**src/rtl/irq_status_ctrl.sv**
```systemverilog
// Interrupt latch/mask stage: captures single-cycle source pulses into sticky pending bits,
// masks them with a per-source enable, and exposes status through a small word register port.
module irq_status_ctrl #(
    parameter int NUM_SRC = 4,
    parameter int CNT_W   = 16
) (
    input  logic               clk,
    input  logic               rst,
    input  logic [NUM_SRC-1:0] src_pulse,
    input  logic               reg_wr_en,
    input  logic               reg_rd_en,
    input  logic [3:0]         reg_addr,
    input  logic [31:0]        reg_wdata,
    output logic [31:0]        reg_rdata,
    output logic               reg_rvalid,
    output logic               irq_out
);

    typedef enum logic [1:0] {
        REG_PENDING = 2'd0,
        REG_ENABLE  = 2'd1,
        REG_MISSED  = 2'd2,
        REG_COUNT   = 2'd3
    } reg_idx_t;

    localparam logic [CNT_W-1:0] CNT_MAX = '1;

    logic [NUM_SRC-1:0] pending;
    logic [NUM_SRC-1:0] enable;
    logic [NUM_SRC-1:0] missed;
    logic [CNT_W-1:0]   count;

    logic [NUM_SRC-1:0] pending_nxt;
    logic [NUM_SRC-1:0] enable_nxt;
    logic [NUM_SRC-1:0] missed_nxt;
    logic [CNT_W-1:0]   count_nxt;

    logic [NUM_SRC-1:0] w1c_pending;
    logic [NUM_SRC-1:0] w1c_missed;
    logic               enable_wr;
    logic               count_clr;
    logic               any_pulse;
    logic [31:0]        rd_word;
    reg_idx_t           reg_idx;

    // Only the word index is decoded; byte-lane bits and data bits above NUM_SRC are ignored.
    logic unused_bits;
    assign unused_bits = ^{reg_addr[1:0], reg_wdata};

    assign reg_idx   = reg_idx_t'(reg_addr[3:2]);
    assign any_pulse = |src_pulse;

    // Write decode: one strobe per register, qualified by reg_wr_en.
    always_comb begin
        // NOTE: every signal assigned in always_comb gets a default first so no latch is inferred.
        w1c_pending = '0;
        w1c_missed  = '0;
        enable_wr   = 1'b0;
        count_clr   = 1'b0;
        if (reg_wr_en) begin
            case (reg_idx)
                REG_PENDING: w1c_pending = reg_wdata[NUM_SRC-1:0];
                REG_ENABLE:  enable_wr   = 1'b1;
                REG_MISSED:  w1c_missed  = reg_wdata[NUM_SRC-1:0];
                REG_COUNT:   count_clr   = 1'b1;
                default:     ;
            endcase
        end
    end

    // A new pulse always beats a W1C on the same bit. A pulse only counts as "missed"
    // when the bit stays pending across the edge, i.e. it was not being cleared.
    always_comb begin
        pending_nxt = (pending & ~w1c_pending) | src_pulse;
        missed_nxt  = (missed & ~w1c_missed) | (src_pulse & pending & ~w1c_pending);
        enable_nxt  = enable_wr ? reg_wdata[NUM_SRC-1:0] : enable;
    end

    // Saturating event counter; a clear coinciding with a pulse cycle restarts at one.
    always_comb begin
        count_nxt = count;
        if (count_clr) begin
            count_nxt    = '0;
            count_nxt[0] = any_pulse;
        end else if (any_pulse && (count != CNT_MAX)) begin
            count_nxt = count + CNT_W'(1);
        end
    end

    // Read mux works on the registered (pre-write) values; unused upper bits read zero.
    always_comb begin
        rd_word = '0;
        case (reg_idx)
            REG_PENDING: rd_word[NUM_SRC-1:0] = pending;
            REG_ENABLE:  rd_word[NUM_SRC-1:0] = enable;
            REG_MISSED:  rd_word[NUM_SRC-1:0] = missed;
            REG_COUNT:   rd_word[CNT_W-1:0]   = count;
            default:     rd_word              = '0;
        endcase
    end

    // Status state.
    always_ff @(posedge clk or posedge rst) begin
        if (rst) begin
            // NOTE: sequential state uses non-blocking assignments so every flop samples pre-edge values.
            pending <= '0;
            enable  <= '0;
            missed  <= '0;
            count   <= '0;
        end else begin
            pending <= pending_nxt;
            enable  <= enable_nxt;
            missed  <= missed_nxt;
            count   <= count_nxt;
        end
    end

    // irq_out is a pure register of the registered pending/enable, giving two-edge pulse latency.
    always_ff @(posedge clk or posedge rst) begin
        if (rst) begin
            irq_out <= 1'b0;
        end else begin
            irq_out <= |(pending & enable);
        end
    end

    // Read port: rdata loads only on a read strobe and holds otherwise.
    always_ff @(posedge clk or posedge rst) begin
        if (rst) begin
            reg_rdata  <= '0;
            reg_rvalid <= 1'b0;
        end else begin
            reg_rvalid <= reg_rd_en;
            if (reg_rd_en) begin
                reg_rdata <= rd_word;
            end
        end
    end

endmodule

```
**config.mk**
```make
export PLATFORM = sky130hd
export DESIGN_NAME = irq_status_ctrl
export DESIGN_NICKNAME = d
export VERILOG_FILES = /design/src/rtl/irq_status_ctrl.sv
export SDC_FILE = /design/constraint.sdc
export NUM_CORES = 1
export LEC_CHECK = 0
export ABC_AREA = 1
export CAP_MARGIN = 20
export CELL_PAD_IN_SITES_DETAIL_PLACEMENT = 0
export CELL_PAD_IN_SITES_GLOBAL_PLACEMENT = 1
export CORE_UTILIZATION = 30
export CTS_CLUSTER_SIZE = 40
export DETAILED_ROUTE_END_ITERATION = 8
export GPL_ROUTABILITY_DRIVEN = 1
export GPL_TIMING_DRIVEN = 1
export PLACE_DENSITY_LB_ADDON = 0.1
export RECOVER_POWER = 100
export SYNTH_ARGS = -nofsm -noshare
export SYNTH_HDL_FRONTEND = slang
export SYNTH_SLANG_ARGS = --single-unit
```
**constraint.sdc**
```tcl
create_clock -name clk -period 1.5 [get_ports clk]
set_input_delay 0.15 -clock clk [delete_from_list [all_inputs] [get_ports clk]]
set_output_delay 0.15 -clock clk [all_outputs]
set_load 0.05 [all_outputs]
```
==> impl.org <==
** CTS
- Number of CTS-inserted buffers :: 5
- Clock transition at the register clock pins on the worst setup and hold paths after CTS :: 0.10 ns
- Hold repair after CTS inserted 0 buffers.
- Insertion delay to the later sink of the worst-skew pair :: 0.30 ns
- CTS HTree Levels :: 2
- Longest Clk Path Bufs :: 2
- The tree is rooted in a clkbuf_8.
- For this design, the sink count on the clock tree is 46.
- TritonCTS built the clock tree.

** STA
- Hold is met by 0.488 ns.
- Final worst-path cycle share :: 97.8%
- The number of hold-slack violations in the final timing report was 0.
- At the pin with the least slew margin, the transition time is 1.06 ns.
- Final min period :: 1.47 ns
- For the final database, setup skew stands at 0.0105 ns.
- For this run, the top clock speed supported by timing is 681 MHz.
- Setup repair after global routing could not meet its margin everywhere.
- The worst path meets setup with 0.0323 ns of slack.
- Final setup viols :: 0
- After routing, the total negative slack on setup checks comes to 0 ns.
- Worst relative slew slack :: 29.3%
- Final Max Slew Viols :: 0

** Synth
- Post-Synthesis Cell Area :: 2480 µm²
- In this run, synthesis produced a sequential element count of 46.
- The synthesized design spends more area on one cell type than any other, namely dfrtp_1.
- Sorting the synthesized cells by area gives the leading types as dfrtp_1 (46%), nand2_1 (15%), nand3_1 (6.3%), o21ai_0 (4.8%), buf_4 (4.8%).
- In this run, distinct cell masters in the synthesized netlist total 29.
- After technology mapping, the gate count stands at 314.
- The top cell type by area accounts for 46.4% of the synthesized area.
- Seq/Total Area, Yosys :: 46.4%
- Post-synthesis area per instance :: 7.89 µm²
- The Yosys step of the flow raised 0 warnings.

** Route
- Average routed wire per standard cell :: 12.8 µm
- Using the TritonRoute via totals, the vias-per-cell ratio works out to 4.50.
- Number of DRC markers after the initial detailed-route iteration :: 138
- The detailed router put a total of 3440 µm of wire on met1.
- Number of iterations in the first detailed-routing pass :: 4
- Signal routing reaches up to met4.
- Total via count after detailed routing :: 2221
- For this run, design rule violations remaining after detail routing come to 0.
- Summed over all layers, the routed wires come to 6310 µm.
- Wire segments on met2 add up to 2490 µm in the final route.
- The routed design uses 305 µm of met3 wire.
- In this run the remaining antenna-violating nets after routing total 0.

** Setup path
- At the worst endpoint, the required time is 1.75 ns.
- STA classifies the critical path endpoint as a flip-flop.
- Delay of the slowest cell on the worst path :: 0.37 ns
- Cell with the largest stage delay on the worst path :: dfrtp_1
- Traced cell by cell, the critical path runs through ha_2 > nand2_2 > nor2_4 > nand2_4 > o21ai_4 > buf_4 > nand3_1 > nand2_1.
- By startpoint and endpoint, the worst setup path is classified as reg -> reg.
- The kind of cell with the highest combined delay along the critical path is simple AND/OR/NAND/NOR gates.
- In this run the critical register-to-register path is launched from count[0].
- Arrival @ worst endpoint :: 1.72 ns
- Highest net fanout along the worst path :: 7
- STA classifies the critical path startpoint as a flip-flop.
- In this run the worst setup path begins at count[0].
- Buffers & Inverters on Critical Path :: 1

** Placed design
- Setup WS pre-CTS :: -0.184 ns
- Buffers placed on the I/O ports in this run total 31.
- Sum of net half-perimeters after detailed placement :: 4800 µm
- Including well taps, the total number of placed cells is 482.
- In this run the cell area measured after placement is 3110 µm².
- Final weighted congestion in routability-driven placement :: 0.836

** Layout
- Top library cells by usage in the layout, fill and taps aside :: nand2_1 (99), dfrtp_1 (46), buf_4 (41)
- Count of filler cells inserted in the layout :: 828
- Antenna fix cells :: 0
- Core Util, Final :: 41.6%
- Most frequent standard cell in the layout excluding fill and tap cells :: nand2_1
- Excluding fillers, the count of instances in the completed layout stands at 494.
- Summing all non-filler instances in the final layout gives an area of 3270 µm².
- In the final design database the tool counted 436 nets.
- Post-synthesis to final-layout area growth :: 31.8%
- Of the cells placed in the final design, the portion with a size suffix greater than 1 is 21.7%.

** Global route
- The number of global-route vias before repair was 2121.
- Across every metal layer, demand over resource in global routing totals 16.3%.
- Global routing finished with a remaining overflow of 0.
- The first global-routing pass estimated 10900 µm of wire.
- Entering global routing, the biggest net connects 47 pins.
- The initial antenna violation count was 0.

** Floorplanning
- In this run the count of I/O pins placed on the die edge is 78.
- DIE WIDTH :: 92.9 µm
- The die covers 8630 µm².
- The floorplan has 32 rows.
- The die is 92.9 µm tall.
- After floorplanning, the core was sized to cover 7850 µm².
- Effective utilization at floorplan :: 31.6%

** Outcome
- Result of the run :: finished clean

** Worst hold path
- Startpoint of the lowest-slack hold path :: reg_rdata[2]
- Worst min path class :: reg -> reg

** Power and ir drop
- IR analysis of the VDD net gives a maximum drop of 0.538 mV.
- Overall power consumption after layout is estimated at 3.40 mW.
- Pwr/cell area :: 1040 nW/µm²
- In this run the static leakage power is 1.57 nW.

** Run
- Max-cap violations in this run came to 0.
-- cell type report --
type                            instances  area, µm²  area share, %
Multi-Input combinational cell        232       1190           36.6
Clock buffer                            5       68.8           2.11
Timing Repair Buffer                   78        549           16.8
Tap cell                              102        128           3.91
Clock inverter                          3       68.8           2.11
Inverter                               28        105           3.22
Sequential cell                        46       1150           35.2
-- tightest hold or removal path, stage by stage (launching register included) --
cell	delay, ns
dfrtp_1	0.35
nand2_1	0.05
nand2_1	0.05
-- state kept, by name, summed over array words and instances, names as in the netlist --
name / cells
reg_rdata: 16
count: 16
missed: 4
reg_rvalid: 1
irq_out: 1
pending: 4
enable: 4
-- cell usage after synthesis --
| master | count |
|---|---|
| o211ai_1 | 2 |
| dfrtp_1 | 46 |
| a21oi_1 | 4 |
| inv_1 | 27 |
| buf_6 | 1 |
| nor2_1 | 17 |
| nand2_1 | 101 |
| o31ai_1 | 7 |
| o21ai_0 | 24 |
| nand4_1 | 5 |
| nor3_2 | 1 |
| nor2_2 | 2 |
| nor2_4 | 2 |
| a41oi_1 | 1 |
| ha_1 | 1 |
| or2_2 | 1 |
| xor2_1 | 2 |
| nand2_2 | 4 |
| clkbuf_1 | 4 |
| xnor2_1 | 1 |
| nand3b_1 | 3 |
| mux2_2 | 4 |
| o21ai_4 | 1 |
| conb_1 | 1 |
| nand3_1 | 31 |
| buf_4 | 16 |
| buf_2 | 2 |
| o2111ai_1 | 2 |
| inv_2 | 1 |
-- logic make-up after synthesis --
family          after synthesis  synth area share [%]
compound gates               41                  10.1
other cells                   1                 0.151
fa+ha+maj                     1                 0.505
simple gates                167                  29.4
xor+xnor                      3                  1.06
mux                           4                  1.82
buf+inv                      51                  10.6
flops                        46                  46.4
-- power breakdown --
group | switching, mW | leakage [nW] | internal, mW
Clock | 0.462 | 0.0683 | 0.668
Sequential | 0.109 | 0.572 | 1.36
Combinational | 0.512 | 0.929 | 0.290
-- repair_timing --
action | 4_1_cts | 5_1_grt
gates resized for setup | 3 | 17
setup endpoints to repair | 8 | 16
setup buffers | 1 | 3
hold endpoints to repair | 0 | 0
pin swaps | 3 | 4
-- layer usage --
layer | up-vias | global-route usage [%]
met5 | - | 0
met4 | 0 | 4.23
met3 | 6 | 3.04
met2 | 56 | 22.5
met1 | 1013 | 25.4
li1 | 1146 | -
-- final timing paths --
check / cells after the start / slack [ns] / endpoint
setup / recovery: 8 / 0.03 / count[14]
hold / removal: 2 / 0.49 / reg_rdata[2]
setup reg to reg: 8 / 0.03 / count[14]
hold reg to reg: 2 / 0.49 / reg_rdata[2]
max in group asynchronous: 3 / 0.22 / missed[1]
min in group asynchronous: 3 / 0.62 / reg_rdata[15]
Note: power is estimated with default switching activity, not from simulation.
